[config.mk]
export PLATFORM = sky130hd
export DESIGN_NAME = pn_err_window
export DESIGN_NICKNAME = d
export VERILOG_FILES = /design/src/rtl/pn_err_window.sv
export SDC_FILE = /design/constraint.sdc
export NUM_CORES = 1
export LEC_CHECK = 0
export CAP_MARGIN = 5
export CELL_PAD_IN_SITES_DETAIL_PLACEMENT = 0
export CELL_PAD_IN_SITES_GLOBAL_PLACEMENT = 1
export CORE_ASPECT_RATIO = 1.1
export CORE_UTILIZATION = 42
export CTS_CLUSTER_DIAMETER = 120
export DETAILED_ROUTE_END_ITERATION = 6
export PLACE_DENSITY_LB_ADDON = 0.1
export SETUP_SLACK_MARGIN = 0.4
export SLEW_MARGIN = 15
export SYNTH_ARGS = -nofsm -noshare
export SYNTH_HDL_FRONTEND = slang
export SYNTH_SLANG_ARGS = --single-unit
[constraint.sdc]
create_clock -name clk -period 1.8 [get_ports clk]
set_clock_uncertainty 0.1 [all_clocks]
set_input_delay 0.54 -clock clk [delete_from_list [all_inputs] [get_ports clk]]
set_output_delay 0.54 -clock clk [all_outputs]
set_load 0.1 [all_outputs]
[src/rtl/pn_err_window.sv]
// Per-window bit/error counters for lock-loss detection; loss is combinational from the current bit.
// Counters advance only on bit_tick; clr holds them at zero while not locked.
module pn_err_window #(
    parameter int unsigned WINDOW_LEN  = 64,
    parameter int unsigned LOSS_THRESH = 8
) (
    input  logic clk,
    input  logic reset,
    input  logic clr,
    input  logic bit_tick,
    input  logic err_tick,
    output logic loss
);

    localparam int unsigned WB_W = $clog2(WINDOW_LEN + 1);

    logic [WB_W-1:0] win_bits_q, win_bits_d;
    logic [WB_W-1:0] win_errs_q, win_errs_d;
    logic            win_end;

    assign loss    = bit_tick && err_tick &&
                     ((win_errs_q + WB_W'(1)) == WB_W'(LOSS_THRESH));
    assign win_end = (win_bits_q + WB_W'(1)) == WB_W'(WINDOW_LEN);

    always_comb begin
        win_bits_d = win_bits_q;
        win_errs_d = win_errs_q;
        // Loss outranks the window boundary when both land on the same bit.
        if (clr || loss) begin
            win_bits_d = '0;
            win_errs_d = '0;
        end else if (bit_tick) begin
            if (win_end) begin
                win_bits_d = '0;
                win_errs_d = '0;
            end else begin
                win_bits_d = win_bits_q + WB_W'(1);
                win_errs_d = win_errs_q + WB_W'(err_tick);
            end
        end
    end

    always_ff @(posedge clk) begin
        if (reset) begin
            win_bits_q <= '0;
            win_errs_q <= '0;
        end else begin
            win_bits_q <= win_bits_d;
            win_errs_q <= win_errs_d;
        end
    end

endmodule

==> results of run 1 <==
[layout by cell type, fill, tap and decap left out, types with 2 or more instances in the layout]
master	count
a21oi_2	2
buf_12	2
buf_4	9
clkbuf_4	3
clkdlybuf4s50_1	2
dfxtp_1	10
dfxtp_2	4
ha_4	2
mux2i_1	3
nand2_1	7
nand4_1	7
nor2_1	5
nor3_1	3
nor3_2	6
nor4b_2	2
or3_1	2
xnor2_1	2
xor2_1	8
[timing repair]
item,in CTS,in global routing
gates cloned,0,0
buffers inserted,0,0
hold endpoints to repair,0,0
resized for setup,8,6
pin swaps,2,0
endpoints found under the setup margin,15,15
[power by group through the flow]
stage | clock network (mW) | logic (mW) | registers (mW)
floorplan | 0 | 0.0252 | 0.321
finish | 0.229 | 0.0415 | 0.315
global route | 0.247 | 0.0453 | 0.316
CTS | 0.238 | 0.0413 | 0.315
global placement | 0 | 0.0401 | 0.322
detailed placement | 0 | 0.0405 | 0.322
[cell families (layout without fill, tap and decap cells)]
family,count (synthesis),after routing,share of synthesized area [%]
xor gates and xnor gates,10,10,12.05
buffers and inverters,3,19,2.926
and+or+nand+nor,37,37,31.50
AOI/OAI and AO/OA,5,5,5.680
adders and majority gates,3,3,5.164
DFF,14,14,38.55
muxes,3,3,4.131
[through the flow]
| stage | area [µm²] | hold WS [ps] |
|---|---|---|
| CTS | 952.2 | 417.6 |
| finish | 973.4 | 427.9 |
| global placement | 887.1 | 395.2 |
| floorplan | 749.5 | 374.6 |
| detailed placement | 887.1 | 401.0 |
| global route | 973.4 | 473.0 |
[cell type report]
| class | instances | area (µm²) | area share, % |
|---|---|---|---|
| clock buffers | 4 | 36.28 | 3.728 |
| multi-input cells | 58 | 484.2 | 49.74 |
| repair buffers | 15 | 146.4 | 15.04 |
| flip-flops and latches | 14 | 285.3 | 29.31 |
| well taps | 17 | 21.27 | 2.185 |
[critical path: stages, from the launching register on]
cell and delay [ps]:
dfxtp_2 340, a211o_1 330, a211oi_4 270, buf_12 210
[state kept, by name (all words and copies together) (netlist names)]
name and count:
win_bits_q 7, win_errs_q 7
[worst max-delay path by stage]
stage                        startpoint             to  slack (ps)
after floorplan           win_errs_q[3]  win_errs_q[3]        -480
after global placement         bit_tick           loss        -500
after detailed placement       bit_tick           loss        -510
after CTS                 win_errs_q[3]           loss        -290
after global routing      win_errs_q[3]           loss        -300
final                     win_errs_q[3]           loss        -270
[layer usage]
layer  vias up  track usage (%)  wire length (µm)
met5         -                0                 0
met1       287            18.78               632
met2        10            30.00               729
met3         4            2.381                38
met4         0            12.90                36
li1        303                -                 -
==> impl_metrics.ini, run 1 <==
[status]
status = complete, but fails checks
violations = setup timing

[power]
power_frac_clock_pct = 39.1
internal_power_mw = 0.4574
switching_power_mw = 0.1282
pwr-share-seq_pct = 53.8
leakage_nw = 0.3437
power.density_mw_per_mm2 = 601.6
ir_drop_mv = 0.3438
finalPower_mw = 0.5856
swShare_pct = 21.89
combPwrFrac_pct = 7.1

[sta]
rsz0062_at_grt = true
fin_ws_ps = -268.7
worst_pin_slew_ps = 248.5
fmax_ghz = 0.4834
period_share_pct = 114.9
final_max_slew_viol_count = 0
min_period_ps = 2069
tns_ps = -268.7
final-setup-viol-count = 1
hold_viol_final = 0
relSlewSlack_pct = 83.39

[clocking]
tritoncts = done
holdBufCountCts = 0
worst_setup_hold_path_clk_slew_ps = 80
clock_latency_ps = 280
cts_root_buf = clkbuf_4
cts_buffer_depth = 2
cts_sinks = 14
cts.htree.levels = 1
cts_made_buffers = 3

[global_route]
grt_pass1_wl_mm = 2.387
grt_usage_pct = 16.98
antenna_found_initial = 0
grt_max_degree = 15
grt_pass1_vias = 565
grt_overflow = 0

[synth]
synth_top_area_share_pct = 38.55
syn_inst = 75
syn_nets = 83
syn_avg_cell_area_um2 = 9.693
synth-async-reset-ratio_pct = 0
yosysSeqAreaShare_pct = 38.55
synth_edf_count = 0
ys.flop_type = dfxtp_1
synth_top_area_cell = dfxtp_1
synth-warning-count = 0
synth_common_cells = 14 x dfxtp_1, 8 x xor2_1, 7 x nand2_1, 7 x nand4_1
synth_area_leaders = dfxtp_1 39%, xor2_1 9.6%, nor3_2 6.9%
syn_area_um2 = 726.9
synth_most_common_cell = dfxtp_1
synth_cell_type_count = 23
synth_seq_cells = 14

[final_layout]
fin_cells = 108
antenna_cells_inserted = 0
fillers = 152
area_delta_synth_final_pct = 33.91
drive_gt1_share_pct = 38.46
post-route-util_pct = 61.02
fin_nets = 100

[floorplanning]
core_area_mm2 = 0.001595
die_w_um = 41.67
die_height_um = 45.64
row_count = 15
start_util_pct = 45.57
io_pins = 6
fp.dieArea_mm2 = 0.001901

[routing]
final_antenna_net_count = 0
drcViolationCount = 0
drt-total-wl_mm = 1.435
drt-initial-drc-count = 4
dr.pass1.iters = 4
routedWlPerCell_um = 13.29
viasPerCell = 5.593
vias = 604

[setup_path]
start_kind = flip-flop
reg2reg_from = win_errs_q[4]
path_class = flip-flop to output pin
regToRegSetupSlack_ps = 230
r2r_end = win_errs_q[0]
r2r_cells = 5
cp.arrival_ps = 1430
worst_ep_required_time_ps = 1160
worstPathMaxFanout = 4
crit_path_end_kind = output pin

[placement]
dpl.cell_count = 104
place.gp.congestion = 0.7089
hpwl_mm = 1.048
place_ws_ps = -508.6
io_buffers = 5

[flow_run]
drv_cap = 0

[min_path]
hold_end = win_bits_q[6]
hold_path_depth = 2
worstHoldPathType = flip-flop to flip-flop
worst_hold_startpoint = win_bits_q[6]
(Power assumes the default switching activity.)
==> run 2, diff against run 1 <==
--- a/config.mk
+++ b/config.mk
@@ -9,6 +9,7 @@
 export CELL_PAD_IN_SITES_DETAIL_PLACEMENT = 0
 export CELL_PAD_IN_SITES_GLOBAL_PLACEMENT = 1
 export CORE_ASPECT_RATIO = 1.1
+export CORE_MARGIN = 3
 export CORE_UTILIZATION = 42
 export CTS_CLUSTER_DIAMETER = 120
 export DETAILED_ROUTE_END_ITERATION = 6
==> impl_metrics.ini, run 2 (synthesized netlist as in run 1, its figures left out) <==
[status]
status = complete, but fails checks
violations = setup timing

[final_layout]
antenna_cells_inserted = 0
reg_top3 = win_bits_q (7), win_errs_q (7)
layout.cells.most_common = dfxtp_1
mostFrequentLayoutCells = 11 x dfxtp_1, 10 x buf_4, 8 x xor2_1
fin_cells = 111
drive_gt1_share_pct = 47.87
area_delta_synth_final_pct = 52.50
fin_nets = 103
design_area_mm2 = 0.001109

[routing]
drt-total-wl_mm = 1.471
final_antenna_net_count = 0
dr.pass1.iters = 4
vias = 626
viasPerCell = 5.640
drcViolationCount = 0
drt-initial-drc-count = 5
routedWlPerCell_um = 13.25

[placement]
hpwl_mm = 1.032
place_area_um2 = 887.1
dpl.cell_count = 104
place.gp.congestion = 0.7578
io_buffers = 5

[clocking]
cts_buffer_depth = 2
clock_latency_ps = 280
tritoncts = done
cts_root_buf = clkbuf_4
holdBufCountCts = 0
cts_sinks = 14
cts.htree.levels = 1
cts_made_buffers = 3
worst_setup_hold_path_clk_slew_ps = 90

[setup_path]
worstPathMaxFanout = 4
path_class = flip-flop to output pin
cp_num_buf_inv = 1
start_kind = flip-flop
slowest_stage = dfxtp_2
crit_family = compound AO/OA/AOI/OAI gates
worst_ep_required_time_ps = 1160
regToRegSetupSlack_ps = 70
max_stage_delay_ps = 340
crit_path_end_kind = output pin
reg2reg_from = win_errs_q[3]
r2r_end = win_bits_q[1]
path_cells = a211o_1 -> a211oi_4 -> buf_12
r2r_cells = 7
cp.arrival_ps = 1430

[floorplanning]
core_area_mm2 = 0.001595
die_height_um = 49.64
row_count = 15
die_w_um = 45.67
start_util_pct = 45.57
io_pins = 6
fp.dieArea_mm2 = 0.002267

[sta]
fin_ws_ps = -274.6
final_max_slew_viol_count = 0
rsz0062_at_grt = true
period_share_pct = 115.3
hold_viol_final = 0
worst_pin_slew_ps = 250.4
fmax_ghz = 0.4820
min_period_ps = 2075
final-setup-viol-count = 1
relSlewSlack_pct = 82.83

[power]
ir_drop_mv = 0.4560
power.density_mw_per_mm2 = 544.2
finalPower_mw = 0.6033
leakage_nw = 0.3637

[global_route]
grt_overflow = 0
antenna_found_initial = 0
grt_max_degree = 12
grt_pass1_vias = 645
grt_pass1_wl_mm = 2.656
grt_usage_pct = 16.07

[min_path]
worstHoldPathType = flip-flop to flip-flop
worst_hold_startpoint = win_bits_q[6]
hold_end = win_bits_q[6]
hold_path_depth = 2

[flow_run]
drv_cap = 0
-- run 2: cell types whose count changed in the layout (fill, tap and decap cells not counted), sizes merged --
cell,previous run,this run
buf,11,14
clkdlybuf4s15,1,2
dlygate4sd2,1,0
-- run 2: power by group --
group | switching, mW | internal, mW | total [mW]
clock | 0.105 | 0.123 | 0.228
combinational | 0.0286 | 0.0318 | 0.0604
sequential | 0.00310 | 0.312 | 0.315
total | 0.136 | 0.467 | 0.603
-- run 2: metrics by stage --
step | setup TNS [ps] | hold WS, ps | utilization (%) | setup slack, ps
after floorplan | -6632 | 374.6 | - | -483.4
after global placement | -4385 | 395.2 | 55.61 | -500.6
after detailed placement | -4504 | 402.2 | 55.61 | -511.1
after CTS | -284.5 | 412.7 | 64.39 | -284.5
after global routing | -357.0 | 448.7 | 69.49 | -348.3
final | -274.6 | 417.2 | 69.49 | -274.6
-- run 2: timing repair --
action | 4_1_cts | 5_1_grt
setup endpoints to repair | 15 | 15
cloned | 1 | 0
resized for setup | 20 | 15
pin swaps | 9 | 5
buffers inserted | 1 | 1
-- run 2: how the worst max path moves through the flow --
stage / startpoint / endpoint / slack [ps] / depth (start not counted)
2_1_floorplan: win_errs_q[3] / win_errs_q[3] / -480 / 6
3_3_place_gp: bit_tick / loss / -500 / 4
3_5_place_dp: bit_tick / loss / -510 / 4
4_1_cts: win_errs_q[3] / loss / -280 / 3
5_1_grt: win_errs_q[3] / loss / -350 / 3
6_report: win_errs_q[3] / loss / -270 / 3
-- run 2: cell type report --
type / instances / area [µm²]
well taps: 17 / 21.27
repair buffers: 18 / 195.2
flip-flops and latches: 14 / 284.0
clock buffers: 4 / 36.28
multi-input cells: 58 / 571.8
fillers: 130 / 486.7
-- run 2: per-layer routing --
| layer | global-route usage, % | part of all wire, % | wire, µm | up-vias |
|---|---|---|---|---|
| met5 | 0 | 0 | 0 | - |
| met4 | 10.24 | 2.8 | 41 | 0 |
| met3 | 3.285 | 3.6 | 53 | 5 |
| met2 | 25.35 | 50 | 738 | 11 |
| met1 | 18.89 | 43 | 637 | 295 |
| li1 | - | - | - | 315 |
-- run 2: worst min-delay path: cells and delay by family, from the launching register on --
kind / cells / cell delay, ps
AOI/OAI and AO/OA: 1 / 50
and+or+nand+nor: 1 / 80
DFF: 1 / 350
